$ cat src/rtl/core_pkg.sv
// Shared vector-unit types: instruction IDs, functional-unit selector and the
// issue request that travels from decode through the launcher to the scoreboard.
package core_pkg;

  localparam int unsigned NrVFU     = 4;
  localparam int unsigned InsnIDNum = 8;
  localparam int unsigned InsnIDW   = $clog2(InsnIDNum);

  typedef logic [InsnIDW-1:0] insn_id_t;

  // One encoding bit wider than NrVFU needs, so an out-of-range target is representable
  typedef enum logic [2:0] {
    VFU_ALU = 3'd0,
    VFU_MUL = 3'd1,
    VFU_LSU = 3'd2,
    VFU_SLD = 3'd3
  } vfu_e;

  localparam int unsigned VfuW = $bits(vfu_e);

  typedef struct packed {
    logic [7:0] op;
    logic [4:0] vd;
    logic [4:0] vs1;
    vfu_e       vfu;
    insn_id_t   insn_id;
  } issue_req_t;

endpackage

$ cat src/rtl/insn_id_alloc.sv
// In-flight instruction ID pool: busy bitmap with lowest-free selection,
// one allocation per cycle and up to one release per functional unit.
module insn_id_alloc
  import core_pkg::*;
#(
  parameter int unsigned NumIds = InsnIDNum,
  parameter int unsigned NrFree = NrVFU
) (
  input  logic                  clk_i,
  input  logic                  rst_ni,
  input  logic                  alloc_i,
  input  logic     [NrFree-1:0] free_i,
  input  insn_id_t [NrFree-1:0] free_id_i,
  output insn_id_t              id_o,
  output logic                  avail_o,
  output logic                  all_free_o
);

  logic [NumIds-1:0] busy_q;
  logic [NumIds-1:0] busy_d;

  // Scan downward so the lowest clear index is the one left standing
  always_comb begin
    id_o = '0;
    for (int i = NumIds - 1; i >= 0; i--) begin
      if (!busy_q[i]) id_o = insn_id_t'(i);
    end
  end

  assign avail_o    = ~&busy_q;
  assign all_free_o = ~|busy_q;

  always_comb begin
    busy_d = busy_q;
    if (alloc_i) busy_d[id_o] = 1'b1;
    for (int i = 0; i < int'(NrFree); i++) begin
      if (free_i[i]) busy_d[free_id_i[i]] = 1'b0;
    end
  end

  always_ff @(posedge clk_i or negedge rst_ni) begin
    if (!rst_ni) busy_q <= '0;
    else         busy_q <= busy_d;
  end

  for (genvar g = 0; g < int'(NrFree); g++) begin : g_free_chk
    a_free_busy : assert property (@(posedge clk_i) disable iff (!rst_ni)
      free_i[g] |-> busy_q[free_id_i[g]]);
  end

  a_alloc_avail : assert property (@(posedge clk_i) disable iff (!rst_ni)
    alloc_i |-> avail_o);

endmodule

$ cat src/rtl/insn_launcher.sv
// Vector issue stage: single holding register that tags the head instruction
// with a free ID, waits out scoreboard hazards and dispatches to its VFU.
module insn_launcher
  import core_pkg::*;
#(
  parameter int unsigned NrVFU     = core_pkg::NrVFU,
  parameter int unsigned InsnIDNum = core_pkg::InsnIDNum
) (
  input  logic                 clk_i,
  input  logic                 rst_ni,
  input  logic                 dec_valid_i,
  output logic                 dec_ready_o,
  input  issue_req_t           dec_req_i,
  output issue_req_t           sb_req_o,
  input  logic                 sb_stall_i,
  output logic                 sb_issued_o,
  output logic     [NrVFU-1:0] vfu_valid_o,
  input  logic     [NrVFU-1:0] vfu_ready_i,
  output issue_req_t           vfu_req_o,
  input  logic     [NrVFU-1:0] insn_done_i,
  input  insn_id_t [NrVFU-1:0] insn_done_id_i,
  output logic                 idle_o
);

  logic             hold_valid_q;
  issue_req_t       hold_req_q;
  issue_req_t       tagged_req;
  insn_id_t         free_id;
  logic             id_avail;
  logic             all_free;
  logic             can_go;
  logic             fire;
  logic             load;
  logic [NrVFU-1:0] tgt_sel;
  logic [VfuW-1:0]  tgt_idx;

  insn_id_alloc #(
    .NumIds (InsnIDNum),
    .NrFree (NrVFU)
  ) u_id_alloc (
    .clk_i      (clk_i),
    .rst_ni     (rst_ni),
    .alloc_i    (fire),
    .free_i     (insn_done_i),
    .free_id_i  (insn_done_id_i),
    .id_o       (free_id),
    .avail_o    (id_avail),
    .all_free_o (all_free)
  );

  always_comb begin
    tagged_req         = hold_req_q;
    tagged_req.insn_id = free_id;
  end

  assign sb_req_o  = tagged_req;
  assign vfu_req_o = tagged_req;

  // One-hot target decode; an out-of-range vfu selects nothing
  assign tgt_idx = hold_req_q.vfu;
  always_comb begin
    tgt_sel = '0;
    for (int i = 0; i < int'(NrVFU); i++) begin
      tgt_sel[i] = (tgt_idx == VfuW'(i));
    end
  end

  assign can_go      = hold_valid_q & ~sb_stall_i & id_avail;
  assign vfu_valid_o = {NrVFU{can_go}} & tgt_sel;
  assign fire        = can_go & |(vfu_ready_i & tgt_sel);
  assign sb_issued_o = fire;

  assign dec_ready_o = ~hold_valid_q | fire;
  assign load        = dec_valid_i & dec_ready_o;
  assign idle_o      = ~hold_valid_q & all_free;

  // Holding register: control is reset, payload only loads
  always_ff @(posedge clk_i or negedge rst_ni) begin
    if (!rst_ni)   hold_valid_q <= 1'b0;
    else if (load) hold_valid_q <= 1'b1;
    else if (fire) hold_valid_q <= 1'b0;
  end

  always_ff @(posedge clk_i) begin
    if (load) hold_req_q <= dec_req_i;
  end

  a_vfu_range : assert property (@(posedge clk_i) disable iff (!rst_ni)
    hold_valid_q |-> (32'(tgt_idx) < NrVFU));

  a_payload_frozen : assert property (@(posedge clk_i) disable iff (!rst_ni)
    (hold_valid_q && !fire) |=> $stable(hold_req_q));

endmodule

$ cat config.mk
export PLATFORM = sky130hd
export DESIGN_NAME = insn_launcher
export DESIGN_NICKNAME = d
export VERILOG_FILES = /design/src/rtl/core_pkg.sv /design/src/rtl/insn_id_alloc.sv /design/src/rtl/insn_launcher.sv
export SDC_FILE = /design/constraint.sdc
export NUM_CORES = 1
export LEC_CHECK = 0
export CAP_MARGIN = 5
export CORE_ASPECT_RATIO = 0.75
export CORE_MARGIN = 4
export CORE_UTILIZATION = 33
export CTS_CLUSTER_SIZE = 10
export DETAILED_ROUTE_END_ITERATION = 7
export PLACE_DENSITY = 0.75
export SETUP_SLACK_MARGIN = 0.3
export SLEW_MARGIN = 20
export SYNTH_ARGS = -nofsm -noshare
export SYNTH_HDL_FRONTEND = slang
export SYNTH_SLANG_ARGS = --single-unit
$ cat constraint.sdc
create_clock -name clk_i -period 2.6 [get_ports clk_i]
set_input_delay 0.65 -clock clk_i [delete_from_list [all_inputs] [get_ports clk_i]]
set_output_delay 0.65 -clock clk_i [all_outputs]
set_load 0.1 [all_outputs]
==> flow_summary.rst, run 1 <==
.. list-table::
   :header-rows: 1

   * - Metric
     - Value
   * - WP data required
     - around 2.0 ns
   * - Final worst slack
     - between 0.2 and 0.25 ns
   * - Minimum period implied by the final worst setup slack
     - around 2.4 ns
   * - Top library cells by usage in the layout, fill and taps aside
     - buf_4, clkdlybuf4s50_1, edfxtp_1
   * - Total CTS buffers
     - 5
   * - Via count of the routed design
     - around 1,600
   * - Power per Cell Area
     - 491 nW/um2
   * - Setup crit end kind
     - output port
   * - Max FO, Critical Path
     - 3
   * - Initial cell density of the core
     - 0.342
   * - Dominant cell type by area after synthesis
     - edfxtp_1
   * - Static power due to leakage
     - roughly 1.1 nW
   * - Setup TNS
     - 0 ns
   * - Synth Area in XOR/XNOR
     - 0
   * - Max Buffers Root-to-Sink
     - 2
   * - Critical register-to-register path startpoint
     - tgt_idx[2]
   * - Worst Reg-to-Reg Cells
     - 7
   * - Adder-cell share of the synthesized area
     - 0
   * - Hold wc startpoint
     - u_id_alloc.busy_q[6]
   * - Number of sinks on the clock net
     - 30
   * - DRC
     - 0
   * - Post-detail-place hpwl
     - roughly 3.7 mm
   * - Post-Syn Area per Cell
     - 11.3 um2
   * - DR pass1 iterations
     - 4
   * - Number of antenna violations at the first check in global routing
     - 0
   * - Cells traversed along the worst timing path
     - buf_6 > mux4_2 > o211a_4 > nand2b_4 > buf_12
   * - CTS tree
     - done
   * - Final setup violation count
     - 0
   * - Die Span Y
     - ~70 um
   * - Net count, final
     - a little under 300
   * - Synthesized instance count
     - roughly 150
   * - VDD IR-drop max
     - between 0.3 and 0.4 mV
   * - Count of state elements after synthesis
     - 30
   * - Ports placed on the boundary
     - 103
   * - Antenna cells
     - 0
   * - Commonest non-fill, non-tap cell in the layout
     - buf_4
   * - Chip width
     - about 90 um
   * - Remaining antenna violation count
     - 0
   * - Predominant post-synthesis flop cell
     - edfxtp_1
   * - Share of cells above drive strength 1
     - 0.452
   * - CTS Root Cell
     - clkbuf_8
   * - EDFF count, synth
     - 21
   * - Worst-Margin Slew
     - ~0.40 ns
   * - Max frequency
     - roughly 430 MHz
   * - WL per Instance
     - around 15 um
   * - Pin count of the biggest net entering global routing
     - 22
   * - Pre-CTS worst setup slack
     - -0.0889 ns
   * - Total power draw
     - approximately 1.4 mW
   * - Final design area excluding fillers
     - between 2000 and 3000 um2
   * - Count of unique library cells instantiated by Yosys
     - 46
   * - Via count of the first global-routing pass
     - about 1,500
   * - Area share of the leading cell type in the synthesized netlist
     - 0.376
   * - Number of warnings reported in the yosys synthesis log
     - 0
   * - Area fraction in compound gates after synthesis
     - 0.119
   * - Cell type of the slowest stage on the worst timing path
     - mux4_2
   * - Cells taking the most area after synthesis
     - edfxtp_1, dfrtp_1, buf_4
   * - Worst-path clk slew
     - approximately 0.060 ns
   * - Area of the core
     - 4900 um2
   * - Type of the worst setup path
     - in -> out
   * - Worst min-delay path category
     - reg -> reg
   * - Layout Area Growth over Synthesis
     - 73.2%
   * - H-tree level count
     - 2
   * - Critical Path Max Stage Delay
     - about 0.49 ns
   * - Arrival time of the worst setup path
     - approximately 1.7 ns
   * - All-Layer GR Usage
     - 0.140
   * - Endpoint of the worst register-to-register path
     - sb_req_o[23]
   * - Die Outline Area
     - 6300 um2
   * - Cells on Worst Hold Path
     - 1
   * - Routability congestion estimate from global placement
     - 0.810
   * - Category of the worst setup path launch point
     - primary input
   * - Worst-case clock skew
     - ~0.0066 ns
   * - Number of violations of the max-capacitance limit
     - 0
   * - Post-synth net total
     - ~200
   * - Multiplexer share of the synthesized area
     - 0.0134
   * - Remaining Overflow, GRT
     - 0
   * - Total wirelength of the detailed-routed design
     - 4.66 mm
   * - Port Buf Inserts
     - just under 100
   * - Clock Latency Late Sink
     - 0.27 ns
   * - Detailed Route Iter0 Violations
     - 72
   * - Endpoint of the worst hold path
     - u_id_alloc.busy_q[6]
   * - First-pass GRT wire length
     - a little over 7 mm
   * - Part of the Yosys area used for sequential elements
     - 0.510
   * - Status
     - finished clean
   * - Netlist area before placement
     - 1680 um2
   * - Count of endpoints failing hold in the final timing report
     - 0
   * - Combinational family with the most area after synthesis
     - simple AND/OR/NAND/NOR gates
   * - Tightest slew margin relative to the limit
     - 0.734
   * - Worst reg2reg setup slack
     - about 0.61 ns
   * - Share of flip-flops with an asynchronous set or reset
     - 0.300
   * - Simple-gate share of the synthesized area
     - 0.239
   * - Number of buffers inserted for hold repair after clock tree synthesis
     - 0
   * - Slew Viols, Final
     - 0
   * - Period Utilization, post-route
     - 0.905
   * - Standard cell area after detailed placement
     - around 2700 um2
   * - Standard-cell rows
     - 22
   * - RSZ-0062 raised after global routing
     - true
   * - Post-detailed-route via-to-cell ratio
     - around 5
[cell usage after synthesis, types with 2 or more instances]
cell type and number:
buf_4 25, o211ai_1 2, nor4_1 4, nand4b_1 3, nand3_1 2, nand2_1 12
inv_1 3, nor3b_1 5, a21oi_1 2, edfxtp_1 21, nor2_1 8, nor2b_1 4
dfrtp_1 9, a31oi_1 3, nand4_1 4, o21a_1 2, nor3_1 6, nand2b_1 6
[sequential cells by signal, summed over array words and instances, names as in the netlist]
register,count
u_id_alloc.busy_q,8
tgt_idx,3
hold_valid_q,1
sb_req_o,18
[cell type report]
cell class / instances / area [um2]
clock buffers: 5 / 68.8
clock inverters: 3 / 16.3
fillers: 400 / 1990
inverters: 3 / 11.3
multi-input cells: 91 / 721
flip-flops and latches: 30 / 863
well taps: 60 / 75.1
repair buffers: 118 / 1150
[kinds of logic (layout without fill, tap and decap cells)]
logic type,count (synthesis),in the layout
compound gates,25,25
buf+inv,28,129
flops,30,30
mux,1,1
simple gates,65,65
[power breakdown]
group / switching, mW / internal, mW / total [mW] / leakage (nW)
sequential: 0.0195 / 0.535 / 0.555 / 0.302
clock: 0.166 / 0.183 / 0.348 / 0.0416
combinational: 0.342 / 0.180 / 0.523 / 0.799
[what timing repair did]
action	in CTS	in global routing
endpoints found under the setup margin	8	9
pin swaps	3	3
setup buffers	5	10
gates resized for setup	23	5
[worst max path at each step]
stage	start	end	cells past startpoint
3_3_place_gp	vfu_ready_i[3]	dec_ready_o	5
2_1_floorplan	tgt_idx[0]	dec_ready_o	3
6_report	vfu_ready_i[3]	dec_ready_o	5
4_1_cts	tgt_idx[0]	dec_ready_o	4
5_1_grt	tgt_idx[0]	dec_ready_o	4
3_5_place_dp	vfu_ready_i[2]	dec_ready_o	5
[critical path: cells and delay by family]
kind                   cells  cell delay [ns]
muxes                      1             0.49
buffers and inverters      2             0.25
AOI/OAI and AO/OA          1             0.16
and+or+nand+nor            1             0.15
[metrics by stage]
step,instances,utilization,hold WS (ns)
2_1_floorplan,149,-,0.354
3_3_place_gp,287,0.547,0.554
3_5_place_dp,287,0.547,0.577
4_1_cts,300,0.572,0.589
5_1_grt,310,0.593,0.620
6_report,310,0.593,0.581
[per-layer routing]
layer,vias to the layer above,track usage,routed length [um]
li1,738,-,-
met1,750,0.176,1940
met2,59,0.241,2400
met3,4,0.0304,269
met4,0,0.0441,42
met5,-,0,0
Power figures use the tool's default switching activity.
==> run 2: changes to the inputs <==
--- a/config.mk
+++ b/config.mk
@@ -11,7 +11,8 @@
 export CORE_UTILIZATION = 33
 export CTS_CLUSTER_SIZE = 10
 export DETAILED_ROUTE_END_ITERATION = 7
-export PLACE_DENSITY = 0.75
+export DONT_BUFFER_PORTS = 1
+export PLACE_DENSITY = 0.49
 export SETUP_SLACK_MARGIN = 0.3
 export SLEW_MARGIN = 20
 export SYNTH_ARGS = -nofsm -noshare
==> run 2 against run 1 <==
Against the previous run: combinational power decreased by 12%; die area unchanged; utilization decreased by 4.1 points; flip-flop and latch count unchanged; largest power group unchanged; sequential share of layout area increased by 2.2 points; highest routed layer unchanged; maximum frequency increased by 1.4%; global-route usage decreased by 0.56 points; cell count decreased by 18%; critical path depth decreased by 2; clock power about the same.
==> flow_summary.rst, run 2 (synthesis results as in run 1) <==
.. list-table::
   :header-rows: 1

   * - Metric
     - Value
   * - Share of cells above drive strength 1
     - 0.477 (+0.0247)
   * - Period Utilization, post-route
     - 0.893 (-0.0121)
   * - Number of non-filler instances in the completed layout
     - 253 (-18%)
   * - Instance count after placement with tap cells included
     - 235 (-18%)
   * - Layout Area Growth over Synthesis
     - 61.1%
   * - Type of the worst setup path
     - reg -> out
   * - Number of buffers inserted for hold repair after clock tree synthesis
     - 0 (unchanged)
   * - Top Metal Used
     - met4
   * - Post-detail-place hpwl
     - 3.48 mm (-6.3%)
   * - Clock Latency Late Sink
     - 0.27 ns (about the same)
   * - Worst-case clock skew
     - 0.00429 ns (-0.00232 ns)
   * - Port Buf Inserts
     - 0 (-100%)
   * - CTS Root Cell
     - clkbuf_8
   * - Max Buffers Root-to-Sink
     - 2 (unchanged)
   * - Arrival time of the worst setup path
     - 1.67 ns (-0.03 ns)
   * - Tightest slew margin relative to the limit
     - 0.604 (-0.131)
   * - Total CTS buffers
     - 5 (unchanged)
   * - Remaining antenna violation count
     - 0 (unchanged)
   * - Pre-CTS worst setup slack
     - 0.322 ns (+0.411 ns)
   * - Critical register-to-register path startpoint
     - tgt_idx[0]
   * - Commonest non-fill, non-tap cell in the layout
     - buf_4
   * - Number of sinks on the clock net
     - 30 (unchanged)
   * - Die Span Y
     - 69.8 um (unchanged)
   * - Critical Path Max Stage Delay
     - 0.54 ns (+0.05 ns)
   * - Standard-cell rows
     - 22 (unchanged)
   * - Ports placed on the boundary
     - 103 (unchanged)
   * - Net count, final
     - 240 (-19%)
   * - Post-detailed-route via-to-cell ratio
     - 5.13 (+2.5%)
   * - Setup TNS
     - 0 ns (unchanged)
   * - Number of antenna violations at the first check in global routing
     - 0 (unchanged)
   * - Detail Route met3 WL
     - 418 um (+55%)
   * - Status
     - finished clean
   * - Slew Viols, Final
     - 0 (unchanged)
   * - Cells traversed along the worst timing path
     - or2b_1 > a21boi_2 > or2_4
   * - Endpoint of the worst register-to-register path
     - sb_req_o[9]
   * - Minimum period implied by the final worst setup slack
     - 2.32 ns (-0.0315 ns)
   * - Initial cell density of the core
     - 0.342 (unchanged)
   * - RSZ-0062 raised after global routing
     - true
   * - Number of violations of the max-capacitance limit
     - 0 (unchanged)
   * - Detail Route met2 WL
     - 2.17 mm (-9.6%)
   * - Worst-path clk slew
     - 0.06 ns (about the same)
   * - Worst Reg-to-Reg Cells
     - 5 (-2)
   * - Top library cells by usage in the layout, fill and taps aside
     - buf_4, buf_16, edfxtp_1
   * - Cell type of the slowest stage on the worst timing path
     - or2_4
   * - WL per Instance
     - 17.0 um (+13%)
   * - Antenna cells
     - 0 (unchanged)
   * - Worst min-delay path category
     - in -> async
   * - Max frequency
     - 431 MHz (+1.4%)
   * - Die Outline Area
     - 6300 um2 (unchanged)
   * - Routability congestion estimate from global placement
     - 0.823 (+1.6%)
   * - DRC
     - 0 (unchanged)
   * - H-tree level count
     - 2 (unchanged)
   * - Worst-Margin Slew
     - 0.598 ns (+0.200 ns)
   * - Category of the worst setup path launch point
     - flop
   * - Power per Cell Area
     - 503 nW/um2 (+2.5%)
   * - Final worst slack
     - 0.279 ns (+0.0315 ns)
   * - First-pass GRT wire length
     - 6.64 mm (-7.1%)
   * - Remaining Overflow, GRT
     - 0 (unchanged)
   * - Static power due to leakage
     - 1.04 nW (-8.8%)
   * - DRT met1 WL
     - 1.66 mm (-15%)
   * - Count of filler cells inserted in the layout
     - 397 (-0.75%)
   * - Max FO, Critical Path
     - 4 (+1)
   * - Number of flip-flops in the largest register
     - 18 (unchanged)
   * - Area of the core
     - 4900 um2 (unchanged)
   * - VDD IR-drop max
     - 0.378 mV (+21%)
   * - All-Layer GR Usage
     - 0.135 (-0.00556)
   * - CTS tree
     - done
   * - Detailed Route Iter0 Violations
     - 65 (-9.7%)
   * - Worst reg2reg setup slack
     - 0.75 ns (+0.14 ns)
   * - Count of endpoints failing hold in the final timing report
     - 0 (unchanged)
   * - WP data required
     - 1.95 ns (about the same)
   * - Via count of the first global-routing pass
     - 1,336 (-8.6%)
   * - Final setup violation count
     - 0 (unchanged)
   * - Via count of the routed design
     - 1,297 (-16%)
   * - Total wirelength of the detailed-routed design
     - 4.30 mm (-7.7%)
   * - Chip width
     - 90.3 um (unchanged)
   * - Setup crit end kind
     - output port
   * - Total power draw
     - 1.36 mW (-4.6%)
   * - Family with the most delay on the worst path
     - simple AND/OR/NAND/NOR gates
   * - DR pass1 iterations
     - 4 (unchanged)
   * - Worst path bufs/invs
     - 0 (-2)
   * - Number of logic stages on the critical path including buffering
     - 3 (-2)
   * - Pin count of the biggest net entering global routing
     - 22 (unchanged)
==> run 2: cell types whose count changed in the layout (fill, tap and decap cells not counted), sizes merged <==
cell | before | now
clkinv | 2 | 0
clkbuf | 5 | 8
buf | 79 | 61
clkinvlp | 1 | 0
clkdlybuf4s50 | 39 | 0
==> run 2: layout make-up <==
cell class              instances  area [um2]  share of cell area
flip-flops and latches         30         863               0.319
multi-input cells              91         704               0.261
inverters                       3        11.3             0.00416
clock buffers                   8        80.1              0.0296
repair buffers                 61         970               0.359
well taps                      60        75.1              0.0278
==> run 2: worst max-delay path by stage <==
stage	from	to	slack, ns
final	u_id_alloc.busy_q[3]	sb_req_o[0]	0.28
after global routing	u_id_alloc.busy_q[2]	sb_req_o[0]	0.22
after CTS	tgt_idx[0]	dec_ready_o	0.25
after detailed placement	vfu_ready_i[3]	dec_ready_o	0.32
after global placement	vfu_ready_i[3]	dec_ready_o	0.32
after floorplan	tgt_idx[0]	dec_ready_o	-0.36
==> run 2: repair_timing <==
action | CTS | global route
gates resized for setup | 5 | 4
endpoints found under the setup margin | 7 | 11
pin swaps | 5 | 2
setup buffers | 6 | 4
==> run 2: routing by layer <==
metal / GRT usage / up-vias
met1: 0.147 / 612
met5: 0 / -
met3: 0.0716 / 5
li1: - / 626
met4: 0.0458 / 0
met2: 0.225 / 54
==> run 2: metrics by stage <==
| stage | hold WS [ns] | util | instance area (um2) |
|---|---|---|---|
| 3_3_place_gp | 0.355 | 0.516 | 2530 |
| 4_1_cts | 0.0586 | 0.544 | 2670 |
| 5_1_grt | 0.0466 | 0.552 | 2700 |
| 2_1_floorplan | 0.354 | - | 1760 |
| 6_report | 0.0647 | 0.552 | 2700 |
| 3_5_place_dp | 0.355 | 0.516 | 2530 |
==> run 2: where the power goes <==
| part | switching (mW) | total [mW] | leakage, nW | internal, mW |
|---|---|---|---|---|
| sequential | 0.0162 | 0.551 | 0.302 | 0.535 |
| combinational | 0.325 | 0.459 | 0.700 | 0.134 |
| clock | 0.161 | 0.350 | 0.0395 | 0.190 |
| total | 0.502 | 1.36 | 1.04 | 0.859 |
